--- src/rtl/sfx_event_queue.sv ---
// Sound-effect event queue: three collision inputs become EAT/HIT/DIE events.
// EAT and HIT are queued in a small FIFO. DIE flushes the queue and pre-empts
// the current sound. Playback advances only on frame_end, one sound at a time.
module sfx_event_queue #(
   parameter int unsigned FIFO_DEPTH = 4,
   parameter int unsigned DUR_EAT    = 8,
   parameter int unsigned DUR_HIT    = 4,
   parameter int unsigned DUR_DIE    = 32
) (
   input  logic       clk,
   input  logic       rst_n,
   input  logic       frame_end,
   input  logic       sheep_dragon_col,
   input  logic       sword_dragon_col,
   input  logic       player_dragon_col,
   output logic       eat_sound,
   output logic       hit_sound,
   output logic       die_sound,
   output logic       busy,
   output logic [3:0] fifo_count,
   output logic       overflow
);

   localparam int unsigned PW = (FIFO_DEPTH > 1) ? $clog2(FIFO_DEPTH) : 1;
   localparam logic [1:0] CODE_EAT = 2'd1;
   localparam logic [1:0] CODE_HIT = 2'd2;

   typedef enum logic [0:0] {
      ST_IDLE = 1'b0,
      ST_PLAY = 1'b1
   } state_t;

   // Frame count minus one for a queued sound code (only EAT or HIT is ever queued).
   function automatic logic [7:0] dur_of(input logic [1:0] code);
      logic [7:0] d;
      case (code)
         CODE_HIT: d = 8'(DUR_HIT - 1);
         CODE_EAT: d = 8'(DUR_EAT - 1);
         default:  d = 8'(DUR_EAT - 1);
      endcase
      return d;
   endfunction

   // Bit 0 = EAT (sheep), bit 1 = HIT (sword), bit 2 = DIE (player).
   logic [2:0]    sync1_r;
   logic [2:0]    sync2_r;
   logic [2:0]    prev_r;
   logic [2:0]    evt_r;

   logic [1:0]    mem_r [FIFO_DEPTH];
   logic [PW-1:0] wr_ptr_r;
   logic [PW-1:0] rd_ptr_r;
   logic [3:0]    count_r;
   logic          overflow_r;

   state_t        state_r;
   logic [7:0]    counter_r;
   logic          eat_r;
   logic          hit_r;
   logic          die_r;
   logic          die_pending_r;
   logic          die_lock_r;

   logic          die_evt_s;
   logic          hit_evt_s;
   logic          eat_evt_s;
   logic          push_req_s;
   logic          full_s;
   logic          push_s;
   logic          drop_s;
   logic [1:0]    push_code_s;
   logic          pop_s;
   logic [1:0]    head_code_s;

   // Synchronize the asynchronous collision levels and register a one-cycle rising-edge pulse.
   always_ff @(posedge clk) begin
      if (!rst_n) begin
         sync1_r <= 3'b000;
         sync2_r <= 3'b000;
         prev_r  <= 3'b000;
         evt_r   <= 3'b000;
      end else begin
         sync1_r <= {player_dragon_col, sword_dragon_col, sheep_dragon_col};
         sync2_r <= sync1_r;
         prev_r  <= sync2_r;
         evt_r   <= sync2_r & ~prev_r;
      end
   end

   // Priority resolution, FIFO push/drop decision and pop decision from pre-update state.
   always_comb begin
      die_evt_s   = evt_r[2];
      hit_evt_s   = evt_r[1] & ~evt_r[2];
      eat_evt_s   = evt_r[0] & ~evt_r[1] & ~evt_r[2];
      push_req_s  = (hit_evt_s | eat_evt_s) & ~die_lock_r;
      full_s      = (count_r == 4'(FIFO_DEPTH));
      push_s      = push_req_s & ~full_s;
      drop_s      = push_req_s & full_s;
      push_code_s = hit_evt_s ? CODE_HIT : CODE_EAT;
      pop_s       = frame_end & ~die_pending_r & (count_r != 4'd0) &
                    ((state_r == ST_IDLE) | (counter_r == 8'd0));
      head_code_s = mem_r[rd_ptr_r];
   end

   // Event FIFO storage, pointers and occupancy; a DIE event flushes everything.
   always_ff @(posedge clk) begin
      if (!rst_n) begin
         for (int i = 0; i < int'(FIFO_DEPTH); i++) begin
            mem_r[i] <= 2'd0;
         end
         wr_ptr_r   <= '0;
         rd_ptr_r   <= '0;
         count_r    <= 4'd0;
         overflow_r <= 1'b0;
      end else begin
         overflow_r <= drop_s;
         if (die_evt_s) begin
            wr_ptr_r <= '0;
            rd_ptr_r <= '0;
            count_r  <= 4'd0;
         end else begin
            if (push_s) begin
               mem_r[wr_ptr_r] <= push_code_s;
               wr_ptr_r        <= wr_ptr_r + PW'(1);
            end else begin
               wr_ptr_r <= wr_ptr_r;
            end
            if (pop_s) begin
               rd_ptr_r <= rd_ptr_r + PW'(1);
            end else begin
               rd_ptr_r <= rd_ptr_r;
            end
            case ({push_s, pop_s})
               2'b10:   count_r <= count_r + 4'd1;
               2'b01:   count_r <= count_r - 4'd1;
               default: count_r <= count_r;
            endcase
         end
      end
   end

   // Playback state machine: every transition and output change happens on frame_end.
   always_ff @(posedge clk) begin
      if (!rst_n) begin
         state_r       <= ST_IDLE;
         counter_r     <= 8'd0;
         eat_r         <= 1'b0;
         hit_r         <= 1'b0;
         die_r         <= 1'b0;
         die_pending_r <= 1'b0;
         die_lock_r    <= 1'b0;
      end else begin
         if (die_evt_s) begin
            die_pending_r <= 1'b1;
         end else if (frame_end) begin
            die_pending_r <= 1'b0;
         end else begin
            die_pending_r <= die_pending_r;
         end

         if (frame_end) begin
            if (die_pending_r) begin
               state_r    <= ST_PLAY;
               counter_r  <= 8'(DUR_DIE - 1);
               eat_r      <= 1'b0;
               hit_r      <= 1'b0;
               die_r      <= 1'b1;
               die_lock_r <= 1'b1;
            end else if (pop_s) begin
               state_r    <= ST_PLAY;
               counter_r  <= dur_of(head_code_s);
               eat_r      <= (head_code_s == CODE_EAT);
               hit_r      <= (head_code_s == CODE_HIT);
               die_r      <= 1'b0;
               die_lock_r <= 1'b0;
            end else if ((state_r == ST_PLAY) && (counter_r != 8'd0)) begin
               counter_r <= counter_r - 8'd1;
            end else begin
               state_r    <= ST_IDLE;
               counter_r  <= 8'd0;
               eat_r      <= 1'b0;
               hit_r      <= 1'b0;
               die_r      <= 1'b0;
               die_lock_r <= 1'b0;
            end
         end else begin
            state_r <= state_r;
         end
      end
   end

   assign eat_sound  = eat_r;
   assign hit_sound  = hit_r;
   assign die_sound  = die_r;
   assign busy       = (state_r == ST_PLAY);
   assign fifo_count = count_r;
   assign overflow   = overflow_r;

endmodule

--- config.mk ---
export PLATFORM = sky130hd
export DESIGN_NAME = sfx_event_queue
export DESIGN_NICKNAME = d
export VERILOG_FILES = /design/src/rtl/sfx_event_queue.sv
export SDC_FILE = /design/constraint.sdc
export NUM_CORES = 1
export LEC_CHECK = 0
export BUFFER_PORTS_ARGS = -buffer_cell sky130_fd_sc_hd__buf_2
export CORE_MARGIN = 2
export CORE_UTILIZATION = 45
export CTS_CLUSTER_DIAMETER = 120
export DETAILED_ROUTE_END_ITERATION = 10
export SYNTH_ARGS = -nofsm -noshare
export SYNTH_HDL_FRONTEND = slang
export SYNTH_SLANG_ARGS = --single-unit
--- constraint.sdc ---
create_clock -name clk -period 2.9 [get_ports clk]
set_clock_uncertainty 0.15 [all_clocks]
set_input_delay 0.435 -clock clk [delete_from_list [all_inputs] [get_ports clk]]
set_output_delay 0.435 -clock clk [all_outputs]
set_load 0.02 [all_outputs]
==> results.cfg <==
[final_layout]
antennaDiodeCount = 0
drive_gt1_share_pct = 18.8
final-instance-count-excl-fill = 276
postLayoutCoreUtil_pct = 51.9
layout.filler_cells = 406
flow.area_growth_from_synthesis_pct = 13.4
design.final.nets = 233

[timing]
finalHoldViolCount = 0
fmaxAchievable_mhz = 365
min_period_ps = 2740
setup_viol = 0
rsz0062_at_grt = false
final.setup.worst_slack_ps = 163
slew_viol_final = 0
timing.hold.ws_ps = 198
tightest_slew_ps = 527
period_share_pct = 94.4
worst_slew_margin_rel_pct = 64.5
fin_tns_setup_ps = 0

[synth]
syn-instance-count = 203
post_synthesis_sequential_area_ratio_pct = 48.9
syn_area_sq_um = 1970
synth_nets = 213
ys_warn_count = 0
postSynthAreaPerCell_sq_um = 9.68
edff_count_synth = 8
synth-main-ff-cell = dfxtp_1
yosys_register_bits = 44
async_reset_ff_share_pct = 0
netlist-cell-type-count = 47

[worst_setup_path]
crit_path_end_kind = flip-flop
crit_path_start_kind = flip-flop
critPathArrivalTime_ps = 2760
critPathKind = flip-flop to flip-flop
critPathRequiredTime_ps = 2920
critPathMaxFanout = 7
ff2ff_path_depth = 12

[route]
via_per_inst = 5.31
detail_route.drc_violations = 0
drtIter0Drc = 108
vias = 1466
wirelength_routed_mm = 3.76
routedWlPerCell_um = 13.6
firstDrtPassIters = 4
residual_antenna_violating_net_count_after_detailed_routing = 0

[clock_tree]
insertion_delay_ps = 290
cts_num_sinks = 44
cts_htree_levels = 2
cts_tree = done
number_of_buffers_added_by_the_clock_tree_synthesis_step = 5
cts.repair_timing.setup_buffer_count = 0
clk_transition_reported_paths_ps = 80
clockRootBuffer = clkbuf_8
clock_tree.buffer_depth = 2

[floorplanning]
rows = 24
die_boundary_width_um = 70.1
chipHeight_um = 70.1
num_io_pins = 15
floorplan.initialDensity_pct = 45.8
core_box_area_sq_um = 4290
design.die.area_sq_um = 4910

[grt]
first_pass_grt_wire_length_mm = 6.66
grt_max_degree = 26
grt_remaining_overflow = 0
number_of_global_route_vias_before_repair = 1450
antenna_found_initial = 0
track_usage_pct = 17.1

[power_and_ir_drop]
vdd.ir_drop.worst_uv = 403
power.leakage_uw = 0.000881
powerDensity_nw_per_um2 = 750

[worst_hold_path]
hold_path.class = primary input to flip-flop
min_delay_path_depth = 2

[place]
dpl_worst_slack_ps = 93.2
dp_cells = 268
numPortBuffers = 14
place.detailed.hpwl_mm = 2.80
gpl.final_weighted_congestion = 0.877

[status]
outcome = finished, final reports clean

[flow_run]
maxcap_violations = 0
==> cell usage after synthesis (2+ instances only) <==
cell	instances	share of area [%]
o21ai_0	16	4.1
nor2b_1	11	3.5
edfxtp_1	8	12
nand2_1	10	1.9
and2_1	10	3.2
a21boi_0	2	0.76
xor2_1	5	2.2
and4_1	2	0.89
ha_1	4	2.5
nor4_1	3	0.95
a22oi_1	2	0.76
nor2_1	20	3.8
dfxtp_1	36	37
a21oi_1	3	0.76
clkbuf_1	6	1.1
nor3_1	13	3.3
mux4_2	2	2.3
a31oi_1	2	0.64
inv_1	8	1.5
nand3_1	7	1.8
nand2b_1	4	1.3
xnor2_1	4	1.8
==> final timing paths <==
path / from / end / slack [ps]
worst max-delay path: counter_r[0]$_SDFFE_PN0P_ / fifo_count[2]$_SDFFE_PP0P_ / 160
worst min-delay path: sheep_dragon_col / sync1_r[0]$_SDFF_PN0_ / 200
worst max register to register: counter_r[0]$_SDFFE_PN0P_ / fifo_count[2]$_SDFFE_PP0P_ / 160
worst min register to register: prev_r[0]$_SDFF_PN0_ / evt_r[0]$_SDFF_PN0_ / 240
==> routing by layer <==
metal	track usage, %	wire, um	vias up
li1	-	-	748
met1	21.8	1740	702
met2	27.9	1870	14
met3	4.91	123	2
met4	5.77	25	0
met5	0	0	-
==> per-stage QoR <==
stage	cell area, sq um	power [uW]
3_5_place_dp	2110	1240
2_1_floorplan	1970	1100
6_report	2230	1670
5_1_grt	2230	1780
3_3_place_gp	2110	1220
4_1_cts	2220	1660
==> power breakdown <==
part / internal [uW] / switching [uW]
Combinational: 222 / 276
Clock: 221 / 200
Sequential: 684 / 69.2
Total: 1130 / 545
==> sequential cells by signal, indices dropped and copies added (netlist names), named ones only <==
signal / count
prev_r: 3
hit_sound: 1
die_pending_r: 1
busy: 1
mem_r: 8
overflow: 1
counter_r: 8
evt_r: 3
die_lock_r: 1
eat_sound: 1
fifo_count: 4
sync1_r: 3
wr_ptr_r: 2
rd_ptr_r: 2
sync2_r: 3
==> logic make-up after synthesis <==
group	count (synthesis)	share of synthesized area, %
AND/OR/NAND/NOR	93	27.1
flip-flops	44	48.9
AO/OA/AOI/OAI	34	11.2
buffers and inverters	16	3.50
XOR/XNOR	9	4.01
adder cells (fa/ha/maj)	4	2.55
multiplexers	3	2.80
==> layout by cell type, fill, tap and decap left out, types with 2 or more instances in the layout <==
master	n
edfxtp_1	8
xor2_1	5
inv_1	8
a21oi_1	3
mux4_2	2
buf_2	14
and2_1	10
nand3_1	7
o21ai_0	16
dfxtp_1	36
xnor2_1	4
nor2b_1	11
nor4_1	3
nor3_1	13
a22oi_1	2
buf_4	7
ha_1	3
nand2_1	10
and4_1	2
nand2b_1	4
clkbuf_8	5
a21boi_0	2
nor2_1	20
a31oi_1	2
==> layout make-up <==
class	count	area (sq um)	area share, %
flip-flops and latches	44	961	43.1
clock buffers	7	97.6	4.38
multi-input cells	143	948	42.5
repair buffers	21	123	5.50
inverters	8	30.0	1.35
well taps	52	65.1	2.92
clock inverters	1	5.00	0.224
==> worst max-delay path: stages (launching register included) <==
cell and delay [ps]:
dfxtp_1 340, inv_1 80, ha_1 140, or3b_2 480, o21a_4 260, nor2_4 140, ha_4 180, xor2_1 160
ha_1 190, inv_1 70, and4_1 180, o22ai_1 140, nand3_1 100
==> repair_timing <==
item / CTS / global route
endpoints found under the setup margin: 0 / 1
endpoints found under the hold margin: 0 / 0
resized for setup: 0 / 2
hold buffers: 0 / 0
Power figures use the tool's default switching activity.
